--- src/rtl/instr_mem_loader.sv ---
// instr_mem_loader: packs the debug UART byte stream into 32-bit words and
// drives the instruction memory debug write port at addresses 0,4,8,...
// The load ends after the halt word is written or when memory is full.
// Optional feature macro: LOADER_CHECKSUM_EN adds a trailing XOR checksum
// byte after the halt word and the o_ChkErr output.
//
// state | meaning
// IDLE  | after reset, waiting for i_Start
// RECV  | collecting bytes of the current word, MSB first
// SETUP | latch write address/data, strobe low
// PULSE | write strobe high, address/data stable
// ADV   | strobe low, bump word count, decide halt/overflow/continue
// CHK   | (checksum build) waiting for the checksum byte
// DONE  | load finished, waiting for a new i_Start
module instr_mem_loader #(
  parameter int               NBITS     = 32,
  parameter int               CELDAS    = 256,
  parameter int               NBYTE     = 8,
  parameter logic [NBITS-1:0] HALT_WORD = {NBITS{1'b1}}
) (
  input  logic             i_clk,
  input  logic             i_reset,
  input  logic             i_Start,
  input  logic             i_RxDone,
  input  logic [NBYTE-1:0] i_RxData,
  output logic [NBITS-1:0] o_DirecDebug,
  output logic [NBITS-1:0] o_DatoDebug,
  output logic             o_WriteDebug,
  output logic             o_Busy,
  output logic             o_Loaded,
  output logic             o_Overflow,
  output logic             o_Overrun,
  output logic [NBITS-1:0] o_WordCount
`ifdef LOADER_CHECKSUM_EN
  ,
  output logic             o_ChkErr
`endif
);

  localparam int               NB       = NBITS / NBYTE;
  localparam int               IDX_W    = $clog2(NB);
  localparam logic [IDX_W-1:0] IDX_LAST = IDX_W'(NB - 1);
  localparam logic [NBITS-1:0] N_WORDS  = NBITS'(CELDAS / 4);

  typedef enum logic [2:0] {
    S_IDLE,
    S_RECV,
    S_SETUP,
    S_PULSE,
    S_ADV,
    S_DONE
`ifdef LOADER_CHECKSUM_EN
    ,
    S_CHK
`endif
  } state_t;

  state_t             state, state_nx;
  logic [IDX_W-1:0]   idx;
  logic [NBITS-1:0]   word_sr;
  logic               last_byte;
  logic               is_halt;
  logic               mem_full;
`ifdef LOADER_CHECKSUM_EN
  logic [NBYTE-1:0]   chk_xor;
`endif

  assign last_byte = i_RxDone && (idx == IDX_LAST);
  assign is_halt   = (o_DatoDebug == HALT_WORD);
  assign mem_full  = ((o_WordCount + NBITS'(1)) == N_WORDS);

  // State register
  always_ff @(posedge i_clk or negedge i_reset) begin
    if (!i_reset) state <= S_IDLE;
    else          state <= state_nx;
  end

  // Next-state decode
  always_comb begin
    state_nx = state;
    case (state)
      S_IDLE:  if (i_Start) state_nx = S_RECV;
      S_RECV:  if (last_byte) state_nx = S_SETUP;
      S_SETUP: state_nx = S_PULSE;
      S_PULSE: state_nx = S_ADV;
      S_ADV: begin
        if (is_halt) begin
`ifdef LOADER_CHECKSUM_EN
          state_nx = S_CHK;
`else
          state_nx = S_DONE;
`endif
        end else if (mem_full) begin
          state_nx = S_DONE;
        end else begin
          state_nx = S_RECV;
        end
      end
`ifdef LOADER_CHECKSUM_EN
      S_CHK:   if (i_RxDone) state_nx = S_DONE;
`endif
      S_DONE:  if (i_Start) state_nx = S_RECV;
      default: state_nx = S_IDLE;
    endcase
  end

  // State-decoded outputs: strobe only in PULSE, busy while a load is active
  always_comb begin
    o_WriteDebug = 1'b0;
    o_Busy       = 1'b0;
    case (state)
      S_RECV, S_SETUP, S_ADV: o_Busy = 1'b1;
      S_PULSE: begin
        o_Busy       = 1'b1;
        o_WriteDebug = 1'b1;
      end
`ifdef LOADER_CHECKSUM_EN
      S_CHK:   o_Busy = 1'b1;
`endif
      default: ;
    endcase
  end

  // Word assembly, write port registers, counters and status flags
  always_ff @(posedge i_clk or negedge i_reset) begin
    if (!i_reset) begin
      idx          <= '0;
      word_sr      <= '0;
      o_DirecDebug <= '0;
      o_DatoDebug  <= '0;
      o_WordCount  <= '0;
      o_Loaded     <= 1'b0;
      o_Overflow   <= 1'b0;
      o_Overrun    <= 1'b0;
`ifdef LOADER_CHECKSUM_EN
      chk_xor      <= '0;
      o_ChkErr     <= 1'b0;
`endif
    end else begin
      case (state)
        S_IDLE, S_DONE: begin
          if (i_Start) begin
            idx         <= '0;
            word_sr     <= '0;
            o_WordCount <= '0;
            o_Loaded    <= 1'b0;
            o_Overflow  <= 1'b0;
            o_Overrun   <= 1'b0;
`ifdef LOADER_CHECKSUM_EN
            chk_xor     <= '0;
            o_ChkErr    <= 1'b0;
`endif
          end
        end
        S_RECV: begin
          if (i_RxDone) begin
            word_sr <= {word_sr[NBITS-NBYTE-1:0], i_RxData};
            idx     <= (idx == IDX_LAST) ? '0 : idx + IDX_W'(1);
`ifdef LOADER_CHECKSUM_EN
            chk_xor <= chk_xor ^ i_RxData;
`endif
          end
        end
        S_SETUP: begin
          o_DatoDebug  <= word_sr;
          o_DirecDebug <= o_WordCount << 2;
          if (i_RxDone) o_Overrun <= 1'b1;
        end
        S_PULSE: begin
          if (i_RxDone) o_Overrun <= 1'b1;
        end
        S_ADV: begin
          o_WordCount <= o_WordCount + NBITS'(1);
          if (i_RxDone) o_Overrun <= 1'b1;
          if (is_halt) begin
`ifndef LOADER_CHECKSUM_EN
            o_Loaded <= 1'b1;
`endif
          end else if (mem_full) begin
            o_Overflow <= 1'b1;
          end
        end
`ifdef LOADER_CHECKSUM_EN
        S_CHK: begin
          if (i_RxDone) begin
            if (i_RxData == chk_xor) o_Loaded <= 1'b1;
            else                     o_ChkErr <= 1'b1;
          end
        end
`endif
        default: ;
      endcase
    end
  end

endmodule

--- config.mk ---
export PLATFORM = sky130hd
export DESIGN_NAME = instr_mem_loader
export DESIGN_NICKNAME = d
export VERILOG_FILES = /design/src/rtl/instr_mem_loader.sv
export SDC_FILE = /design/constraint.sdc
export NUM_CORES = 1
export LEC_CHECK = 0
export ABC_CLOCK_PERIOD_IN_PS = 2350
export CORE_ASPECT_RATIO = 1.5
export CORE_MARGIN = 2
export CORE_UTILIZATION = 24
export DETAILED_ROUTE_END_ITERATION = 6
export DONT_BUFFER_PORTS = 1
export PLACE_DENSITY = 0.38
export SLEW_MARGIN = 15
export SYNTH_ARGS = -nofsm -noshare
export SYNTH_HDL_FRONTEND = slang
export SYNTH_SLANG_ARGS = --single-unit
--- constraint.sdc ---
create_clock -name i_clk -period 2.35 [get_ports i_clk]
set_input_delay 0.235 -clock i_clk [delete_from_list [all_inputs] [get_ports i_clk]]
set_output_delay 0.235 -clock i_clk [all_outputs]
set_load 0.03 [all_outputs]
* Word level (Yosys, flattened, before mapping)
Cells that the tools add are included.
** Word-level totals
- Bits of input ports :: 12
- Word-level logic and storage cells :: 63
- Register bits after elaboration :: 134
- Output and inout port bits :: 101
** Cells by class
- Equal/unequal tests :: 15
- Multiplexer cells :: 23
- Add/sub/neg operators :: 2
- Reductions and logical operators :: 14
** Operators with widths (number)
- $pmux 32 s2 :: 2
- $mux 32 :: 2
- $add 32x1->32 const B :: 1
- $eq 32x32->1 const B :: 1
- $eq 32x7->1 const B :: 1
- $pmux 3 s5 :: 1
- $mux 3 :: 4
- $ne 2x2->1 const B :: 5
- $reduce_and 3->1 :: 3
- $mux 1 :: 7
- $eq 3x2->1 const B :: 2
- $eq 3x3->1 const B :: 2
- $mux 2 :: 3
- $pmux 1 s2 :: 3
- $reduce_bool 2->1 :: 3
- $ne 2x1->1 const B :: 2
- $pmux 2 s2 :: 1
- $reduce_and 2->1 :: 2
- $reduce_and 4->1 :: 1
- $reduce_or 4->1 :: 1
- $eq 3x1->1 const B :: 1
- $logic_not 3->1 :: 1
- $reduce_or 3->1 :: 1
- $add 2x1->2 const B :: 1
- other kinds (3) :: 3

* Longest topological paths before layout
- Depth after elaboration :: 5
- Depth in mapped cells :: 9
- Depth with buffers taken out :: 8

* Worst setup path before layout
No wires, ideal clock.
- Path type :: register to register
- From :: register o_WordCount[0]
- To :: register o_Overflow
- Period minus slack after synthesis :: 2.388 ns
- Arrival time :: 2.296 ns
- Data required time :: 2.258 ns
- Stages on the path, launching flop included :: 9
- Slack :: -0.038 ns
- Cell sequence :: dfrtp_1 -> ha_1 -> nand3_1 -> nor2_1 -> and4_1 -> mux2i_1 -> a211oi_1 -> o2111ai_1 -> o31ai_2
** Between the ends
- Longest elaborated chain between the ends :: 4
** RTL lines
- start: declaration :: RTL line 33 : output logic [NBITS-1:0] o_WordCount
- start signal: assignment :: RTL line 173 : o_WordCount <= o_WordCount + NBITS'(1);
- $add 32x1->32 :: RTL line 70 : assign mem_full = ((o_WordCount + NBITS'(1)) == N_WORDS);
- $eq 32x7->1 :: RTL line 70
- $ne 2x2->1 (no source line)
- $reduce_and 4->1 (no source line)
- end signal: assignment :: RTL line 133 : o_Overflow <= 1'b0;
- end signal: assignment :: RTL line 147 : o_Overflow <= 1'b0;
- end signal: assignment :: RTL line 180 : o_Overflow <= 1'b1;
- end: declaration :: RTL line 31 : output logic o_Overflow,
No other way between the ends.
A chain may end at the register's enable or synchronous reset.

* Worst setup path in the final report
Ends and elaborated chain as after synthesis.

==> impl_metrics.csv <==
group,metric,value,unit
synthesis,synth.distinct_cells,52,
sta,timing.final.ws_setup,161,ps
die,die_w,136,um
cts,cts_hold_buf,8,
run_status,violations,"negative hold slack",
grt,grt_pass1_vias,4996,
critical_path,worst-setup-path-type,"flop to flop",
route,drt-initial-drc-count,228,
pwr,p_leak,3.51,nW
final_layout,layout.area.seq,3360,sq um
sta,rsz0062_at_grt,"false",
final_layout,diodes,0,
route,dr.pass1.iters,4,
die,die_h,201,um
critical_path,worstSetupEndpointType,"flop",
die,core.rowCount,72,
final_layout,fin_nets,626,
sta,period_needed,2190,ps
cts,clk_pin_slew,60,ps
sta,final_hold_viol_count,134,
cts,cts_tree,"built",
synthesis,avgSynthCellArea,11.1,sq um
grt,grt_usage,13.9,%
pwr,ir_drop,0.566,mV
placed_design,gpl.final_weighted_congestion,0.839,
grt,grt_first_pass_wirelength,29.0,mm
placed_design,placedCellCount,916,
synthesis,netlist_area,6230,sq um
cts,cts_sinks,134,
final_layout,area_growth,23.9,%
final_layout,fin_cells,956,
synthesis,synth_edf_count,0,
cts,numCtsBuffers,17,
grt,grt_max_degree,135,
final_layout,fin_area,7710,sq um
run_status,status,"finished, violations left",
sta,setup-tns-final,0,ps
placed_design,hpwlAfterDp,12.8,mm
sta,hold_ws,-484,ps
route,drc,0,
pwr,power-per-cell-area,1040,nW/um^2
job,max_cap_viol_count,0,
cts,htreeDepth,4,
sta,fin_crit_sh,93.2,%
synthesis,synthTopCellsByArea,"dfrtp_1 (54%), mux2_2 (11%), a22o_1 (5.1%)",
cts,clock_path_buffers,2,
synthesis,ys_ff_latch,134,
sta,clock_skew,12.9,ps
route,via_per_inst,4.93,
synthesis,async_reset_ff_share,100,%
die,core,25700,sq um
route,vias,4711,
final_layout,fillerInstances,2656,
synthesis,seq_area_frac_synth,53.9,%
grt,overflow,0,
synthesis,yosys_warnings,0,
placed_design,pre_cts_ws,67.6,ps
critical_path,worstPathRequired,2690,ps
grt,antenna_found_initial,0,
cts,clockRootBuffer,"clkbuf_16",
critical_path,cp-start-kind,"flop",
die,die_area,27300,sq um
die,initial_core_util,24.2,%
synthesis,synth_top_area_share,53.9,%
critical_path,crit_path_max_fanout,3,
sta,setup_viol,0,
placed_design,port-buffer-count,0,
pwr,total_power,7.98,mW
synthesis,synthFlopType,"dfrtp_1",
route,wl_per_cell,19.2,um
synthesis,yosysMostFrequentCell,"dfrtp_1",
die,ios,113,
cts,clk_latency,430,ps
synthesis,syn_inst,561,
route,drtAntennaViolNets,0,
sta,slew_viol_final,0,
sta,max_freq,457,MHz
final_layout,drive_gt1_share,28.3,%
placed_design,postPlaceCellArea,6980,sq um
hold_path,hp-class,"input pin to async pin",
synthesis,yosysTopAreaCell,"dfrtp_1",
final_layout,multi_input_area,2700,sq um
critical_path,crit_arrival,2530,ps
synthesis,synth_common_cells,"dfrtp_1 (134), mux2_2 (62), o21ai_0 (47)",
route,drt-total-wl,18.4,mm
[worst max-delay path, stage by stage (launching register included)]
cell and delay [ps]:
dfrtp_2 420, ha_1 240, and3_1 210, a311oi_1 290, a21oi_1 70, o31a_1 290
a211oi_2 180, o2111ai_2 170, o31ai_2 240
[state kept, by name, indices dropped and copies added, names as in the netlist]
name / cells
o_DatoDebug: 32
o_WordCount: 32
word_sr: 32
o_DirecDebug: 30
state: 3
idx: 2
o_Loaded: 1
o_Overflow: 1
o_Overrun: 1
[through the flow]
stage	hold WS [ps]	utilization (%)
final	-484	30.0
after global routing	-518	30.0
after CTS	-517	29.9
after detailed placement	-56.0	27.2
after global placement	-56.1	27.2
after floorplan	-60.6	-
[placed cells by master, fill, tap and decap left out, types with 3 or more instances in the layout]
cell type        n
and4_1           3
nand4b_1         3
mux2_2          62
xor2_1           3
bufinv_16        3
ha_1             3
nand3_1         21
nor2_1          29
or3_1            4
nor4_1           4
dfrtp_1        131
and3_1           7
xnor2_1          4
nor3_1          14
o31ai_1          9
clkinv_4         4
nor3_2           3
a21o_1           3
o41ai_1          6
inv_1            6
dlygate4sd3_1    8
o21ai_0         47
nand2_1         35
a211oi_1         3
clkbuf_16       17
buf_4           64
a31oi_1          8
a22o_1          36
clkbuf_8         3
a21oi_1         18
mux2i_1          3
and2_1           5
nand4_1         17
dfrtp_2          3
[layout make-up]
cell class	instances	share of cell area (%)
multi-input combinational	378	35.0
inverter	6	0.292
timing repair buffer	74	7.79
tap	333	5.40
clock buffer	20	6.05
clock inverter	11	1.95
sequential	134	43.5
[kinds of logic (layout without fill, tap and decap cells)]
logic type	count (synthesis)	in the layout	share of synthesized area, %
multiplexers	65	65	11.7
AND/OR/NAND/NOR	157	157	13.7
adder cells (fa/ha/maj)	4	4	0.764
buffers and inverters	50	111	3.42
AO/OA/AOI/OAI	143	143	15.6
other	1	2	0.0602
XOR/XNOR	7	7	0.985
flip-flops	134	134	53.9
[layer usage]
layer	global-route usage (%)	wire [um]	part of all wire [%]
met1	14.6	7070	39
met2	25.0	9800	53
met3	4.84	1100	6.0
met4	5.28	376	2.0
met5	0	0	0
[repair_timing]
| action | 4_1_cts | 5_1_grt |
|---|---|---|
| endpoints found under the hold margin | 142 | 134 |
| buffers inserted | 0 | 1 |
| setup endpoints to repair | 0 | 2 |
| resized for setup | 0 | 6 |
[path summary, 6_finish.rpt]
kind / from / to / slack [ps] / cells past startpoint
worst max-delay path: o_WordCount[0] / o_Overflow / 160 / 8
worst min-delay path: i_reset / o_DirecDebug[23] / -480 / 0
worst max register to register: o_WordCount[0] / o_Overflow / 160 / 8
worst min register to register: word_sr[24] / word_sr[24] / 500 / 1
max in group asynchronous: i_reset / o_WordCount[9] / 2450 / 0
min in group i_clk: i_Start / o_Overrun / 50 / 3
[report_power, final]
part           internal, mW  total (mW)  switching [mW]
combinational         0.618        1.28           0.663
clock                  1.75        2.80            1.05
sequential             2.85        3.91            1.06
total                  5.21        7.98            2.77
(Power assumes the default switching activity.)
